File: config.mk
export PLATFORM = sky130hd
export DESIGN_NAME = prog_delay
export DESIGN_NICKNAME = d
export VERILOG_FILES = /design/src/rtl/prog_delay_pkg.sv /design/src/rtl/prog_delay_chan.sv /design/src/rtl/prog_delay.sv
export SDC_FILE = /design/constraint.sdc
export NUM_CORES = 1
export LEC_CHECK = 0
export CORE_MARGIN = 2
export CORE_UTILIZATION = 25
export CTS_BUF_LIST = sky130_fd_sc_hd__clkbuf_8
export CTS_CLUSTER_SIZE = 25
export DETAILED_ROUTE_END_ITERATION = 10
export GPL_TIMING_DRIVEN = 0
export PLACE_DENSITY = 0.45
export SLEW_MARGIN = 20
export SYNTH_ARGS = -nofsm -noshare
export SYNTH_HDL_FRONTEND = slang
export SYNTH_SLANG_ARGS = --single-unit
export TNS_END_PERCENT = 5
File: constraint.sdc
create_clock -name clk -period 2.1 [get_ports clk]
set_input_delay 0.315 -clock clk [delete_from_list [all_inputs] [get_ports clk]]
set_output_delay 0.315 -clock clk [all_outputs]
set_load 0.05 [all_outputs]
File: src/rtl/prog_delay_pkg.sv
`default_nettype none
// ============================================================================
// Module      : prog_delay_pkg
// Description : Shared types and default sizes for the programmable
//               per-channel delay block.
// Revision    : 1.0 - initial release
// ============================================================================
package prog_delay_pkg;

    // Channel FSM encoding; 2'b11 is unused and decoded as idle.
    typedef enum logic [1:0] {
        ST_IDLE  = 2'b00,
        ST_COUNT = 2'b01,
        ST_DONE  = 2'b10
    } state_t;

    localparam int c_DEF_CW = 8;
    localparam int c_DEF_CH = 4;

endpackage : prog_delay_pkg
`default_nettype wire

File: src/rtl/prog_delay_chan.sv
`default_nettype none
// ============================================================================
// Module      : prog_delay_chan
// Description : One delay channel. A rising edge on i_req loads the delay
//               count; when the count has run down to zero o_fin is raised
//               (one pulse, or held while i_req stays high when HOLD=1).
// Revision    : 1.0 - initial release
// ============================================================================
module prog_delay_chan
    import prog_delay_pkg::*;
#(
    parameter int CW     = c_DEF_CW,
    parameter int HOLD   = 0,
    parameter int RETRIG = 0
) (
    input  logic          clk,
    input  logic          rst,
    input  logic          i_req,
    input  logic [CW-1:0] i_dly,
    input  logic          i_abort,
    output logic          o_fin,
    output logic          o_busy
);

    localparam logic [CW-1:0] c_ONE = CW'(1);

    state_t        r_state;
    logic [CW-1:0] r_cnt;
    logic          r_req_q;
    logic          r_fin;
    logic          r_busy;

    state_t        w_state_nxt;
    logic [CW-1:0] w_cnt_nxt;
    logic          w_rise;

    // Next-state and counter decode; abort outranks every other event.
    always_comb begin
        w_rise      = i_req & ~r_req_q;
        w_state_nxt = ST_IDLE;
        w_cnt_nxt   = r_cnt;
        case (r_state)
            ST_COUNT: begin
                if (i_abort) begin
                    w_state_nxt = ST_IDLE;
                end else if ((RETRIG != 0) && w_rise) begin
                    w_state_nxt = ST_COUNT;
                    w_cnt_nxt   = i_dly;
                end else if (r_cnt == '0) begin
                    w_state_nxt = ST_DONE;
                end else begin
                    w_state_nxt = ST_COUNT;
                    w_cnt_nxt   = r_cnt - c_ONE;
                end
            end
            ST_DONE: begin
                // A new rise here is dropped: requests are never queued.
                if (!i_abort && (HOLD != 0) && i_req) begin
                    w_state_nxt = ST_DONE;
                end
            end
            default: begin
                // Idle (and the unused encoding): start on a clean rise only.
                if (w_rise && !i_abort) begin
                    w_state_nxt = ST_COUNT;
                    w_cnt_nxt   = i_dly;
                end
            end
        endcase
    end

    // State, counter, request history and registered status outputs.
    always_ff @(posedge clk) begin
        if (rst) begin
            r_state <= ST_IDLE;
            r_cnt   <= '0;
            r_req_q <= 1'b1;
            r_fin   <= 1'b0;
            r_busy  <= 1'b0;
        end else begin
            r_state <= w_state_nxt;
            r_cnt   <= w_cnt_nxt;
            r_req_q <= i_req;
            r_fin   <= (w_state_nxt == ST_DONE);
            r_busy  <= (w_state_nxt != ST_IDLE);
        end
    end

    assign o_fin  = r_fin;
    assign o_busy = r_busy;

endmodule : prog_delay_chan
`default_nettype wire

File: src/rtl/prog_delay.sv
`default_nettype none
// ============================================================================
// Module      : prog_delay
// Description : CH independent programmable delay channels sharing only the
//               clock and reset.
// Revision    : 1.0 - initial release
// ============================================================================
module prog_delay
    import prog_delay_pkg::*;
#(
    parameter int CH     = c_DEF_CH,
    parameter int CW     = c_DEF_CW,
    parameter int HOLD   = 0,
    parameter int RETRIG = 0
) (
    input  logic             clk,
    input  logic             rst,
    input  logic [CH-1:0]    req,
    input  logic [CH*CW-1:0] dly,
    input  logic [CH-1:0]    abort,
    output logic [CH-1:0]    fin,
    output logic [CH-1:0]    busy
);

    for (genvar g = 0; g < CH; g++) begin : g_chan
        prog_delay_chan #(
            .CW     (CW),
            .HOLD   (HOLD),
            .RETRIG (RETRIG)
        ) u_chan (
            .clk     (clk),
            .rst     (rst),
            .i_req   (req[g]),
            .i_dly   (dly[g*CW +: CW]),
            .i_abort (abort[g]),
            .o_fin   (fin[g]),
            .o_busy  (busy[g])
        );
    end

endmodule : prog_delay
`default_nettype wire

==> metrics.csv, run 1 <==
metric,value,unit
Nets,481,
final core occ,32.7,%
critical path launch point type,input pin,
final hold violations,0,
GR Layer Usage met1,17.7,%
drc violations,0,
root buffer cell,clkbuf_8,
sequential fraction of the synthesis area,33.1,%
"area leader, netlist",dfxtp_1,
Seq pwr share,48.3,%
DP Wirelength,6240,µm
most common library cells after synthesis,"dfxtp_1, inv_1, nor2b_1",
drt first-iter violations,177,
Clock Sinks,52,
die area,13500,µm²
largest net degree at the start of global routing,17,
GRT Total Usage,13.2,%
ratio of cells with drive above 1 in the final layout,10.3,%
syn avg cell area,8.48,µm²
wire per inst,14.3,µm
switching share of power,26.6,%
clock-pin slew on the worst setup and hold paths,0.10,ns
Max H-tree Level,2,
final instance area,3970,µm²
Final min period,1.89,ns
antenna diode count,0,
top area cells in the synthesized netlist,"dfxtp_1, ha_1, nor2b_1",
total grt overflow,0,
# rows,40,
Worst Path Required,2.27,ns
Power Dens Cells,540,nW/µm²
max-cap violations,0,
Top Usage Layer GRT,met2,
most used flip-flop cell after synthesis,dfxtp_1,
Core Box Area,12200,µm²
top-count cell post-synth,dfxtp_1,
Post-synth EDFFs,0,
CP Class,in2reg,
P_int,1.57,mW
Worst Skew,0.00715,ns
met3 GRT Util,2.18,%
filler instances,1316,
Vias,2903,
Max Slew Vio Count,0,
P_sw,571,µW
Synth Instances,371,
IO Port Bufs,49,
slew margin rel.,50.7,%
Worst Setup End Kind,flip-flop,
P&R area growth vs syn,26.3,%
CTS Buffer Depth,2,
Comb power frac,16.9,%
post-detailed-route count of antenna-violating nets,0,
worst-margin pin slew,0.735,ns
# setup viols final,0,
Routed WL,8520,µm
TritonCTS clock tree,built,
f_max,530,MHz
met2 usage,21.2,%
area of the mapped netlist,3150,µm²
chip width,116,µm
post-synthesis sequential element count,52,
initial core utilization,25.9,%
Leak,1.35,nW
drt first pass iters,4,
clock power share,34.9,%
crit share post-route,89.8,%
Worst VDD drop,0.225,mV
vias in the first global route,2806,
synth warn,0,
status,"complete, no violations",
initial antenna violation count,0,
top-area cell type share of the netlist area,33.1,%
Inserted Clock Buffers,5,
first-pass GRT wire length,14000,µm
"Distinct cells, synth",61,
RSZ-0062 raised after global routing,false,
Post-DP Area,3850,µm²
WP data arrival,2.06,ns
Top Ports,50,
HP Class,reg2reg,
Avg Vias per Cell,4.87,
async set-or-reset flop fraction in the synthesized netlist,0,%
Die Ht,116,µm
Crit Path Max Fanout,10,
post-route insts no fill,596,
Syn Nets,425,
Worst-Skew Late Latency,0.31,ns
placed cells,588,
final RePlAce weighted congestion,0.832,
[power by group through the flow]
stage / sequential, mW / combinational [mW] / clock [mW]
after CTS: 1.03 / 0.364 / 0.785
after global routing: 1.04 / 0.402 / 0.820
final: 1.03 / 0.362 / 0.748
after global placement: 1.06 / 0.364 / 0
after floorplan: 1.05 / 0.213 / 0
after detailed placement: 1.06 / 0.363 / 0
[critical path: stages]
cell,delay (ns)
clkdlybuf4s50_1,0.50
clkbuf_1,0.44
clkbuf_1,0.62
o31ai_1,0.17
[kinds of logic (layout without fill, tap and decap cells)]
family,count (synthesis),in the layout,synth area share (%)
flops,52,52,33.1
compound gates,107,107,24.9
fa+ha+maj,12,12,4.77
mux,10,10,3.30
buf+inv,56,113,8.04
simple gates,134,134,25.9
[per-stage QoR]
step	TNS, ns	worst slack (ns)	hold slack [ns]	total power, mW
final	0	0.215	0.485	2.14
after global routing	0	0.0575	0.531	2.26
after CTS	0	0.188	0.491	2.18
after detailed placement	-1.67	-0.134	0.475	1.42
after global placement	-1.25	-0.115	0.469	1.42
after floorplan	0	0.534	0.393	1.26
[layout make-up]
cell class,count,area [µm²],share of cell area (%)
buffer,26,140,3.53
clock buffer,6,82.6,2.08
clock inverter,2,38.8,0.976
inverter,30,113,2.83
multi-input combinational,263,1860,46.7
sequential,52,1040,26.2
tap,168,210,5.29
timing repair buffer,49,490,12.3
[path summary, 6_finish.rpt]
path                                                             start                                      to  slack (ns)  cells past startpoint
worst max register to register  g_chan[3].u_chan.r_state[1]$_SDFF_PP0_  g_chan[3].u_chan.r_cnt[2]$_SDFFE_PP0P_        0.22                      6
worst max-delay path                                               rst  g_chan[2].u_chan.r_cnt[6]$_SDFFE_PP0P_        0.21                      4
worst min register to register  g_chan[3].u_chan.r_cnt[6]$_SDFFE_PP0P_  g_chan[3].u_chan.r_cnt[6]$_SDFFE_PP0P_        0.48                      2
worst min-delay path            g_chan[3].u_chan.r_cnt[6]$_SDFFE_PP0P_  g_chan[3].u_chan.r_cnt[6]$_SDFFE_PP0P_        0.48                      2
[state kept, by name, indices dropped and copies added, names as in the netlist]
name / flops
g_chan.u_chan.r_cnt: 32
g_chan.u_chan.r_state: 8
g_chan.u_chan.o_busy: 4
g_chan.u_chan.o_fin: 4
g_chan.u_chan.r_req_q: 4
[layout by cell type (no fill, tap or decap), drive strengths merged, types with 12 or more instances in the layout]
cell type / instances
dfxtp: 52
clkdlybuf4s50: 49
inv: 30
nor2b: 24
clkbuf: 19
nor2: 18
a21oi: 17
nand2: 16
o21ai: 15
nor4: 13
buf: 13
ha: 12
[layer usage]
layer / wire, µm / vias to the layer above
met1: 4100 / 1351
met3: 305 / 15
li1: - / 1477
met4: 216 / 0
met5: 0 / -
met2: 3900 / 60
[repair_timing]
action,4_1_cts,5_1_grt
gates resized for setup,0,1
hold buffers,0,0
buffers inserted,0,0
setup endpoints to repair,0,1
No activity file was read; power rests on OpenSTA's default activity.
==> inputs of run 2 (changes only) <==
--- a/config.mk
+++ b/config.mk
@@ -6,12 +6,12 @@
 export NUM_CORES = 1
 export LEC_CHECK = 0
 export CORE_MARGIN = 2
-export CORE_UTILIZATION = 25
+export CORE_UTILIZATION = 56
 export CTS_BUF_LIST = sky130_fd_sc_hd__clkbuf_8
 export CTS_CLUSTER_SIZE = 25
 export DETAILED_ROUTE_END_ITERATION = 10
 export GPL_TIMING_DRIVEN = 0
-export PLACE_DENSITY = 0.45
+export PLACE_DENSITY = 0.85
 export SLEW_MARGIN = 20
 export SYNTH_ARGS = -nofsm -noshare
 export SYNTH_HDL_FRONTEND = slang
==> run 2 against run 1 <==
  * Die area is 54% lower
  * Setup slack worse by 0.053 ns
  * Global-route usage is 11 points higher
  * Critical path type is now reg2reg
  * Wire length is 10% lower
  * Clock skew is 0.00051 ns higher
  * Largest cell class unchanged
  * Via count is 5.0% higher
  * Final area is 3.5% lower
  * Combinational power is 1% lower
==> metrics.csv, run 2 (same netlist as run 1, synthesis figures left out) <==
metric,value,unit,change
status,"complete, no violations",,
drt first-iter violations,259,,+46%
Bufs and invs on worst path,1,,-2
GR Layer Usage met1,30.8,%,+13 points
hold buffers post-CTS,0,,unchanged
Post-DP Area,3730,µm²,-3.1%
Crit path largest cell delay,0.45,ns,-0.17 ns
post-detailed-route count of antenna-violating nets,0,,unchanged
Worst Setup End Kind,flip-flop,,
clock power share,33.1,%,-1.8 points
Leak,1.35,nW,-0.35%
"commonest cells after routing, fill and taps aside","dfxtp_1, clkdlybuf4s50_1, inv_1",,
switching share of power,26.3,%,-0.29 points
Routed WL,7640,µm,-10%
die area,6230,µm²,-54%
largest net degree at the start of global routing,16,,-1
Crit Path Max Fanout,6,,-4
initial antenna violation count,0,,unchanged
Worst Path Required,2.27,ns,about the same
Top Ports,50,,unchanged
Power Dens Cells,542,nW/µm²,+0.46%
"most common cell after layout, fill and taps aside",dfxtp_1,,
filler instances,468,,-64%
IO Port Bufs,49,,unchanged
worst-margin pin slew,0.680,ns,-0.0549 ns
P_int,1.53,mW,-2.7%
Seq pwr share,49.8,%,+1.5 points
Worst Setup Slack post-DPL,-0.0189,ns,+0.115 ns
Setup Buffers After CTS,0,,unchanged
Worst VDD drop,0.283,mV,+26%
Final min period,1.94,ns,+0.0534 ns
min setup slack post-route,0.161,ns,-0.0534 ns
ratio of cells with drive above 1 in the final layout,9.81,%,-0.47 points
final instance area,3830,µm²,-3.5%
RSZ-0062 raised after global routing,false,,
Core Box Area,5470,µm²,-55%
total power,2.08,mW,-3.1%
WP data arrival,2.11,ns,+0.05 ns
total grt overflow,0,,unchanged
wire per inst,15.3,µm,+7.0%
crit share post-route,92.3,%,+2.5 points
Vias,3048,,+5.0%
CP top delay family,simple AND/OR/NAND/NOR gates,,
drc violations,0,,unchanged
Top Registers,"g_chan.u_chan.r_cnt: 32 flops, g_chan.u_chan.r_state: 8 flops",,
HP Class,reg2reg,,
antenna diode count,0,,unchanged
Clock Sinks,52,,unchanged
TritonCTS clock tree,built,,
f_max,516,MHz,-2.8%
Max H-tree Level,2,,unchanged
Worst Skew,0.00766,ns,+0.000507 ns
# setup viols final,0,,unchanged
Max Slew Vio Count,0,,unchanged
initial core utilization,57.5,%,+32 points
Top Usage Layer GRT,met2,,
Comb power frac,17.2,%,+0.3 points
CTS Buffer Depth,2,,unchanged
largest reg by FF count,g_chan.u_chan.r_cnt,,
vias in the first global route,2878,,+2.6%
Worst-Skew Late Latency,0.31,ns,about the same
max-cap violations,0,,unchanged
drt first pass iters,5,,+1
critical path launch point type,flip-flop,,
slowest cell on the critical path,nor4b_2,,
root buffer cell,clkbuf_8,,
P&R area growth vs syn,21.9,%,
PostCTS Resize Cnt,0,,unchanged
Avg Vias per Cell,6.10,,+25%
max FFs per register,32,,unchanged
Nets,481,,unchanged
clock-pin slew on the worst setup and hold paths,0.09,ns,about the same
met3 GRT Util,3.98,%,+1.8 points
# rows,27,,-33%
CP Class,reg2reg,,
P_sw,548,µW,-4.1%
hold_ws,0.488,ns,+0.00297 ns
DP Wirelength,5410,µm,-13%
Inserted Clock Buffers,5,,unchanged
final RePlAce weighted congestion,0.865,,+3.9%
slew margin rel.,54.4,%,+3.7 points
chip width,78.9,µm,-32%
first-pass GRT wire length,12600,µm,-10%
final hold violations,0,,unchanged
met2 usage,42.6,%,+21 points
Die Ht,78.9,µm,-32%
GRT Total Usage,24.6,%,+11 points
critical path cell sequence,"inv_1, ha_1, nor4b_2, nand4b_1, a21oi_1, a311oi_1",,
==> run 2: cell types whose count changed in the layout (fill, tap and decap cells not counted) <==
cell / delta
nor3b_1: +1
inv_1: +1
clkinv_4: -1
nor3b_2: -1
clkbuf_8: -1
clkinv_2: +1
==> run 2: routing by layer <==
| metal | wire (µm) | up-vias | share of wire (%) |
|---|---|---|---|
| met3 | 444 | 16 | 5.8 |
| met2 | 3720 | 120 | 49 |
| met1 | 3360 | 1425 | 44 |
| li1 | - | 1487 | - |
| met5 | 0 | - | 0 |
| met4 | 124 | 0 | 1.6 |
==> run 2: power groups by stage <==
stage / clock network [mW] / registers [mW] / logic [mW]
global route: 0.739 / 1.04 / 0.388
detailed placement: 0 / 1.06 / 0.349
floorplan: 0 / 1.05 / 0.213
CTS: 0.704 / 1.03 / 0.352
finish: 0.687 / 1.04 / 0.357
global placement: 0 / 1.06 / 0.342
==> run 2: stage by stage <==
stage / cells / setup TNS [ns] / util (%)
floorplan: 371 / 0 / -
global placement: 492 / 0 / 68.1
detailed placement: 492 / -0.0243 / 68.1
CTS: 500 / 0 / 70.1
global route: 500 / 0 / 70.1
finish: 500 / 0 / 70.1
==> run 2: final cells by class <==
cell class / instances / area (µm²) / area share (%)
Timing Repair Buffer: 49 / 490 / 12.8
Sequential cell: 52 / 1040 / 27.2
Buffer: 26 / 140 / 3.66
Tap cell: 72 / 90.1 / 2.35
Clock inverter: 3 / 38.8 / 1.01
Multi-Input combinational cell: 263 / 1850 / 48.3
Inverter: 30 / 113 / 2.94
Clock buffer: 5 / 68.8 / 1.80
==> run 2: worst paths after layout <==
path	startpoint	endpoint	slack, ns	depth (start not counted)
worst max register to register	g_chan[3].u_chan.r_cnt[0]$_SDFFE_PP0P_	g_chan[3].u_chan.r_cnt[1]$_SDFFE_PP0P_	0.16	6
worst max-delay path	g_chan[3].u_chan.r_cnt[0]$_SDFFE_PP0P_	g_chan[3].u_chan.r_cnt[1]$_SDFFE_PP0P_	0.16	6
worst min register to register	g_chan[3].u_chan.r_cnt[6]$_SDFFE_PP0P_	g_chan[3].u_chan.r_cnt[6]$_SDFFE_PP0P_	0.49	2
worst min-delay path	g_chan[3].u_chan.r_cnt[6]$_SDFFE_PP0P_	g_chan[3].u_chan.r_cnt[6]$_SDFFE_PP0P_	0.49	2
==> run 2: worst min-delay path, stage by stage (launching register included) <==
cell,delay (ns)
dfxtp_1,0.32
nand2_1,0.06
o32ai_1,0.07
